--- src/rtl/spart_pkg.sv ---
// Shared SPART definitions: transmitter FSM states, framing defaults and line levels.
package spart_pkg;

    typedef enum logic [1:0] {
        IDLE  = 2'd0,
        START = 2'd1,
        DATA  = 2'd2,
        STOP  = 2'd3
    } state_t;

    localparam int TICKS_PER_BIT_DEF = 16;
    localparam int DATA_BITS_DEF     = 8;

    localparam logic START_BIT = 1'b0;
    localparam logic STOP_BIT  = 1'b1;

endpackage

--- src/rtl/spart_tx.sv ---
// SPART transmitter: double-buffered 8N1 serializer clocked by an external baud tick.
// A holding register decouples the host from the shift register so frames can run back to back.
module spart_tx
    import spart_pkg::*;
#(
    parameter int TICKS_PER_BIT = TICKS_PER_BIT_DEF,
    parameter int DATA_BITS     = DATA_BITS_DEF
) (
    input  logic       clk,
    input  logic       rst,
    input  logic       tx_enable,
    input  logic       write,
    input  logic [7:0] tx_in,
    output logic       tbr,
    output logic       tx_busy,
    output logic       tx_ovr,
    output logic       txd
);

    localparam int TW = (TICKS_PER_BIT > 1) ? $clog2(TICKS_PER_BIT) : 1;
    localparam int BW = $clog2(DATA_BITS + 1);
    localparam logic [TW-1:0] TICK_MAX = TW'(TICKS_PER_BIT - 1);
    localparam logic [BW-1:0] BIT_MAX  = BW'(DATA_BITS - 1);

    state_t        state, state_d;
    logic [7:0]    hold_q, shift_q, shift_d;
    logic          hold_vld, ovr_q, txd_q, txd_d;
    logic [TW-1:0] tick_q, tick_d;
    logic [BW-1:0] bit_q, bit_d;
    logic          tick_last, load, accept;

    assign tick_last = tx_enable && (tick_q == TICK_MAX);
    // Holding register drains into the shifter from IDLE or at the very end of a stop bit.
    assign load      = hold_vld && ((state == IDLE) || ((state == STOP) && tick_last));
    assign accept    = write && !hold_vld;

    always_ff @(posedge clk) begin
        if (rst) state <= IDLE;
        else     state <= state_d;
    end

    always_comb begin
        state_d = state;
        case (state)
            IDLE:  if (hold_vld) state_d = START;
            START: if (tick_last) state_d = DATA;
            DATA:  if (tick_last && (bit_q == BIT_MAX)) state_d = STOP;
            STOP:  if (tick_last) state_d = hold_vld ? START : IDLE;
            default: state_d = IDLE;
        endcase
    end

    always_comb begin
        txd_d   = txd_q;
        tick_d  = tick_q;
        bit_d   = bit_q;
        shift_d = shift_q;
        if (tx_enable && (state != IDLE))
            tick_d = tick_last ? '0 : tick_q + 1'b1;
        case (state)
            START: if (tick_last) txd_d = shift_q[0];
            DATA: begin
                if (tick_last) begin
                    shift_d = shift_q >> 1;
                    bit_d   = bit_q + 1'b1;
                    txd_d   = (bit_q == BIT_MAX) ? STOP_BIT : shift_q[1];
                end
            end
            STOP:  if (tick_last) txd_d = STOP_BIT;
            default: ;
        endcase
        // Tick count restarts at the edge that starts the frame, not at the next pulse.
        if (load) begin
            shift_d = hold_q;
            txd_d   = START_BIT;
            tick_d  = '0;
            bit_d   = '0;
        end
    end

    always_ff @(posedge clk) begin
        if (rst) begin
            txd_q    <= STOP_BIT;
            tick_q   <= '0;
            bit_q    <= '0;
            shift_q  <= '0;
            hold_q   <= '0;
            hold_vld <= 1'b0;
            ovr_q    <= 1'b0;
        end else begin
            txd_q   <= txd_d;
            tick_q  <= tick_d;
            bit_q   <= bit_d;
            shift_q <= shift_d;
            if (accept) begin
                hold_q   <= tx_in;
                hold_vld <= 1'b1;
            end else if (load) begin
                hold_vld <= 1'b0;
            end
            if (write && hold_vld) ovr_q <= 1'b1;
        end
    end

    assign tbr     = !hold_vld;
    assign tx_busy = (state != IDLE);
    assign tx_ovr  = ovr_q;
    assign txd     = txd_q;

endmodule
--- config.mk ---
export PLATFORM = sky130hd
export DESIGN_NAME = spart_tx
export DESIGN_NICKNAME = d
export VERILOG_FILES = /design/src/rtl/spart_pkg.sv /design/src/rtl/spart_tx.sv
export SDC_FILE = /design/constraint.sdc
export NUM_CORES = 1
export LEC_CHECK = 0
export CAP_MARGIN = 20
export CELL_PAD_IN_SITES_DETAIL_PLACEMENT = 1
export CELL_PAD_IN_SITES_GLOBAL_PLACEMENT = 1
export CORE_MARGIN = 5
export CORE_UTILIZATION = 35
export DETAILED_ROUTE_END_ITERATION = 8
export PLACE_DENSITY = 0.63
export SYNTH_ARGS = -nofsm -noshare
export SYNTH_HDL_FRONTEND = slang
export SYNTH_SLANG_ARGS = --single-unit
--- constraint.sdc ---
create_clock -name clk -period 3.75 [get_ports clk]
set_clock_uncertainty 0.15 [all_clocks]
set_input_delay 1.125 -clock clk [delete_from_list [all_inputs] [get_ports clk]]
set_output_delay 1.125 -clock clk [all_outputs]
set_load 0.02 [all_outputs]
Word level (Yosys, flattened, before mapping)
Cells that the tools add are included.
{"block": "word_totals", "input_bits": 12, "ramBits": 0, "latch_bits": 0, "output_inout_bits": 4, "wordCells": 60, "reg_bits": 29, "mem_count": 0, "rom_bits": 0}
{"block": "classes", "n_reduce_logical": 20, "bitwise": 0, "n_mul": 0, "n_shift": 0, "order_cmp": 0, "n_addsub": 2, "n_eq_ne": 12, "mux": 18, "div": 0}
{"op": "$mux 8", "n": 3}
{"op": "$ne 3x3->1 const B", "n": 3}
{"op": "$add 4x1->4 const B", "n": 2}
{"op": "$mux 1", "n": 8}
{"op": "$mux 2", "n": 4}
{"op": "$ne 2x2->1 const B", "n": 4}
{"op": "$pmux 2 s4", "n": 1}
{"op": "$reduce_and 4->1", "n": 2}
{"op": "$reduce_bool 2->1", "n": 4}
{"op": "$logic_and 1x1->1", "n": 7}
{"op": "$eq 2x2->1 const B", "n": 2}
{"op": "$eq 4x3->1 const B", "n": 1}
{"op": "$eq 4x4->1 const B", "n": 1}
{"op": "$mux 4", "n": 1}
{"op": "$reduce_and 2->1", "n": 2}
{"op": "$reduce_bool 4->1", "n": 1}
{"op": "$pmux 1 s3", "n": 1}
{"op": "$eq 2x1->1 const B", "n": 1}
{"op": "$logic_not 2->1", "n": 1}
{"op": "$reduce_or 2->1", "n": 1}
{"op": "$logic_not 1->1", "n": 1}
{"op": "$logic_or 1x1->1", "n": 1}

Depth between registers and ports, before layout
{"block": "logic_depth", "ltp_word": 7, "depth_mapped": 8, "depth_no_buf": 6}

Worst setup path after synthesis
No wires, ideal clock.
{"block": "synth_path", "kind": "input-to-reg", "from": "in tx_enable", "to": "reg txd_q, in the netlist txd", "path_buffers": 2, "arrival_ns": 1.920, "required_time_ns": 3.481, "cell_stages": 5, "setup_slack_ns": 1.561, "path_cell_list": "nand4_2 -> o22a_1 -> buf_6 -> buf_6 -> o221a_1"}
{"block": "synth_between", "elab_chain_len": 6, "word_cells_on_any_way": 10, "cone_classes": "eq/ne (3); mux (1); reduce/logical (6)"}
{"element": "start, declared", "line_no": "spart_tx.sv:11", "rtl": "input logic tx_enable,"}
{"element": "$logic_and 1x1->1 (*)", "line_no": "spart_tx.sv:32", "rtl": "assign tick_last = tx_enable && (tick_q == TICK_MAX);"}
{"element": "$logic_and 1x1->1", "line_no": "spart_tx.sv:34", "rtl": "assign load = hold_vld && ((state == IDLE) || ((state == STOP) && tick_last));"}
{"element": "$logic_or 1x1->1", "line_no": "spart_tx.sv:34"}
{"element": "$logic_and 1x1->1", "line_no": "spart_tx.sv:34"}
{"element": "$ne 3x3->1 (no line) or $reduce_bool 4->1 (tied branches)"}
{"element": "$reduce_and 4->1 (no line)"}
{"element": "end signal, assigned", "line_no": "spart_tx.sv:91", "rtl": "txd_q <= txd_d;"}
{"element": "end, declared", "line_no": "spart_tx.sv:27", "rtl": "logic hold_vld, ovr_q, txd_q, txd_d;"}
Every way passes the cells marked *; elsewhere a longest branch is shown, timed or not.
A chain may end at the register's enable or synchronous reset.

Worst setup path in the final report
{"block": "layout_path", "from": "reg state[0]", "to": "out tx_busy"}
{"block": "layout_between", "elab_chain_len": 1}
{"element": "start, declared", "line_no": "spart_tx.sv:25", "rtl": "state_t state, state_d;"}
{"element": "start signal, assigned", "line_no": "spart_tx.sv:39", "rtl": "else state <= state_d;"}
{"element": "$reduce_bool 2->1", "line_no": "spart_tx.sv:106", "rtl": "assign tx_busy = (state != IDLE);"}
{"element": "end, declared", "line_no": "spart_tx.sv:15", "rtl": "output logic tx_busy,"}
Every way passes these cells.

==> run_results.csv <==
group,metric,value,unit
placed_design,io_buffer_count,15,
worst_setup_path,r2r_end,"tick_q[3]",
worst_setup_path,rrSetupSlack,1.49,ns
grt,grt_use_total,12.9,%
power,swShare,34.1,%
clocking,postCtsSetupRepairBufs,0,
clocking,clock-sinks,29,
floorplan,die_w,74.1,um
drt,drc,0,
synthesis,ys_ff_latch,29,
run_status,status,"finished, final reports clean",
power,power_density,562,mW/mm2
floorplan,num_io_pins,16,
clocking,path_clk_slew,0.06,ns
worst_setup_path,endpoint_kind,"primary output",
power,intPower,628,uW
power,combPwrFrac,33.6,%
cells_and_area,diodes,0,
timing,hold_viol_final,0,
worst_hold_path,hold_path.class,"register to register",
power,power_switching,325,uW
worst_setup_path,cpMaxStageDelayCell,"clkdlybuf4s50_1",
synthesis,yosysTopAreaCell,"dfxtp_1",
power,p_clk_share,25.5,%
cells_and_area,final_common_cell,"nor2_1",
cells_and_area,syn_to_final_growth,17.7,%
worst_setup_path,worstSetupPathType,"register to primary output",
worst_hold_path,min_path_cells,2,
drt,drt_wl_total,3030,um
drt,vias,1141,
placed_design,pre_cts_slack,0.553,ns
worst_setup_path,slowest_delay,0.61,ns
worst_setup_path,regToRegStartpoint,"state[0]",
cells_and_area,fill_cells,475,
cells_and_area,nets,195,
clocking,htreeDepth,2,
grt,grt_max_degree,19,
timing,worstMarginPinSlew,0.677,ns
worst_setup_path,start_kind,"register",
drt,first_pass_iters,4,
cells_and_area,layout-drive-gt1-share,11.3,%
synthesis,syn-num-nets,180,
worst_setup_path,critPathLaunch,"state[0]",
synthesis,synthArstFlopShare,0,%
drt,ant_nets,0,
power,leakagePower,0.652,nW
clocking,postCtsHoldBufs,0,
synthesis,synth_area_leaders,"dfxtp_1, nor2_1, a311oi_2",
timing,fin_crit_sh,80.6,%
cells_and_area,multi_input_area,777,um2
drt,wl_per_cell,13.3,um
clocking,clockBufferDepth,2,
clocking,cts_tree,"built",
worst_setup_path,crit_top_cell,"inv_1",
timing,slew_violations,0,
clocking,cts_made_buffers,5,
timing,fmax,0.331,GHz
grt,overflow,0,
grt,grt_pass1_vias,1261,
floorplan,die-area,0.00549,mm2
power,power_frac_seq,40.9,%
synthesis,synth_edf_count,0,
synthesis,synth.distinct_cells,34,
floorplan,start_util,36.0,%
grt,grt_pass1_wl,5540,um
cells_and_area,regArea,581,um2
synthesis,yosysTopAreaCellShare,40.3,%
floorplan,coreArea,0.00400,mm2
floorplan,die_y,74.1,um
worst_setup_path,worstRegToRegCells,6,
clocking,cts_resized,0,
drt,vias_per_cell,5.03,
worst_setup_path,crit_path_end,"tx_busy",
floorplan,core.rowCount,23,
clocking,insertion_delay,0.27,ns
timing,setup_viol,0,
worst_setup_path,crit_chain,"inv_1, ha_1, inv_1, clkdlybuf4s50_1",
drt,drt_iter0_markers,48,
job,maxCapViolations,0,
synthesis,synth_cells,161,
synthesis,synth_area,0.00144,mm2
synthesis,ys_seq_area_share,40.3,%
timing,max_slew_margin,54.9,%
grt,antenna_found_initial,0,
synthesis,ys_warn_count,0,
placed_design,gp_congestion,0.810,
timing,postLayoutSetupSlackWorst,0.729,ns
timing,final.setup.tns,0,ns
placed_design,dp_hpwl,2280,um
timing,period_needed,3.02,ns
clocking,cts_root_buf,"clkbuf_8",
synthesis,synth_top_flop_cell,"dfxtp_1",
synthesis,syn_avg_cell_area,8.94,um2
worst_setup_path,arrival,1.75,ns
power,vdd_drop_max,0.000266,V
worst_setup_path,cp_max_fo,6,
cells_and_area,layout_common_cells,"nor2_1, dfxtp_1, clkdlybuf4s50_1, nand2_1, nand3_1",
timing,rsz0062_at_grt,"false",
worst_setup_path,cp_data_required_time,2.47,ns
per-stage QoR:
stage / cell area, um2 / instances / utilization, % / total power [mW] / hold WS, ns
after floorplan: 1440 / 161 / - / 0.640 / 0.298
after global placement: 1610 / 219 / 40.3 / 0.711 / 0.307
after detailed placement: 1610 / 219 / 40.3 / 0.721 / 0.325
after CTS: 1690 / 227 / 42.4 / 0.967 / 0.340
after global routing: 1690 / 227 / 42.4 / 1.03 / 0.366
final: 1690 / 227 / 42.4 / 0.953 / 0.327
worst min-delay path by stage:
stage          slack, ns  startpoint         end
2_1_floorplan       0.30  shift_q[7]  shift_q[7]
3_3_place_gp        0.31    bit_q[1]    bit_q[1]
3_5_place_dp        0.33      tx_ovr      tx_ovr
4_1_cts             0.34  shift_q[7]  shift_q[7]
5_1_grt             0.37  shift_q[7]  shift_q[7]
6_report            0.33      tx_ovr      tx_ovr
cell families (layout without fill, tap and decap cells):
| kind of cell | Yosys count | after routing | synth area share [%] |
|---|---|---|---|
| and+or+nand+nor | 72 | 72 | 23.3 |
| DFF | 29 | 29 | 40.3 |
| AOI/OAI and AO/OA | 23 | 23 | 14.4 |
| buffers and inverters | 15 | 31 | 5.65 |
| muxes | 11 | 11 | 7.74 |
| adders and majority gates | 7 | 7 | 6.09 |
| xor gates and xnor gates | 4 | 4 | 2.43 |
power groups by stage:
| stage | Combinational, mW | Clock, mW | Sequential, mW |
|---|---|---|---|
| floorplan | 0.246 | 0 | 0.394 |
| global placement | 0.316 | 0 | 0.395 |
| detailed placement | 0.323 | 0 | 0.398 |
| CTS | 0.325 | 0.251 | 0.391 |
| global route | 0.365 | 0.267 | 0.397 |
| finish | 0.320 | 0.243 | 0.390 |
cells in the mapped netlist, types with 3 or more instances:
master    count
buf_2         5
mux2i_1      10
nand2b_1      3
inv_1         5
nor2_1       30
a21oi_1       9
nand2_1      14
dfxtp_1      29
ha_1          7
xor2_1        4
nand3_1      12
a311oi_2      7
layout make-up:
cell class / count / share of cell area [%]
sequential: 29 / 34.3
multi-input combinational: 117 / 45.9
tap: 50 / 3.69
timing repair buffer: 18 / 10.2
clock buffer: 6 / 4.28
clock inverter: 2 / 0.591
inverter: 5 / 1.11
layer usage:
| layer | vias up | wire (um) | global-route usage, % |
|---|---|---|---|
| met5 | - | 0 | 0 |
| met4 | 0 | 30 | 5.03 |
| met3 | 4 | 123 | 3.51 |
| met1 | 539 | 1350 | 15.2 |
| li1 | 580 | - | - |
| met2 | 18 | 1520 | 22.0 |
worst max-delay path, delay by kind of cell (launching register included):
kind / cells / cell delay, ns
buffers and inverters: 3 / 0.82
adder cells (fa/ha/maj): 1 / 0.22
flip-flops: 1 / 0.42
registers in the layout, summed over array words and instances, names as in the netlist:
register	count
hold_q	8
hold_vld	1
tick_q	4
shift_q	8
state	2
txd	1
tx_ovr	1
bit_q	4
No activity file was read; power rests on OpenSTA's default activity.
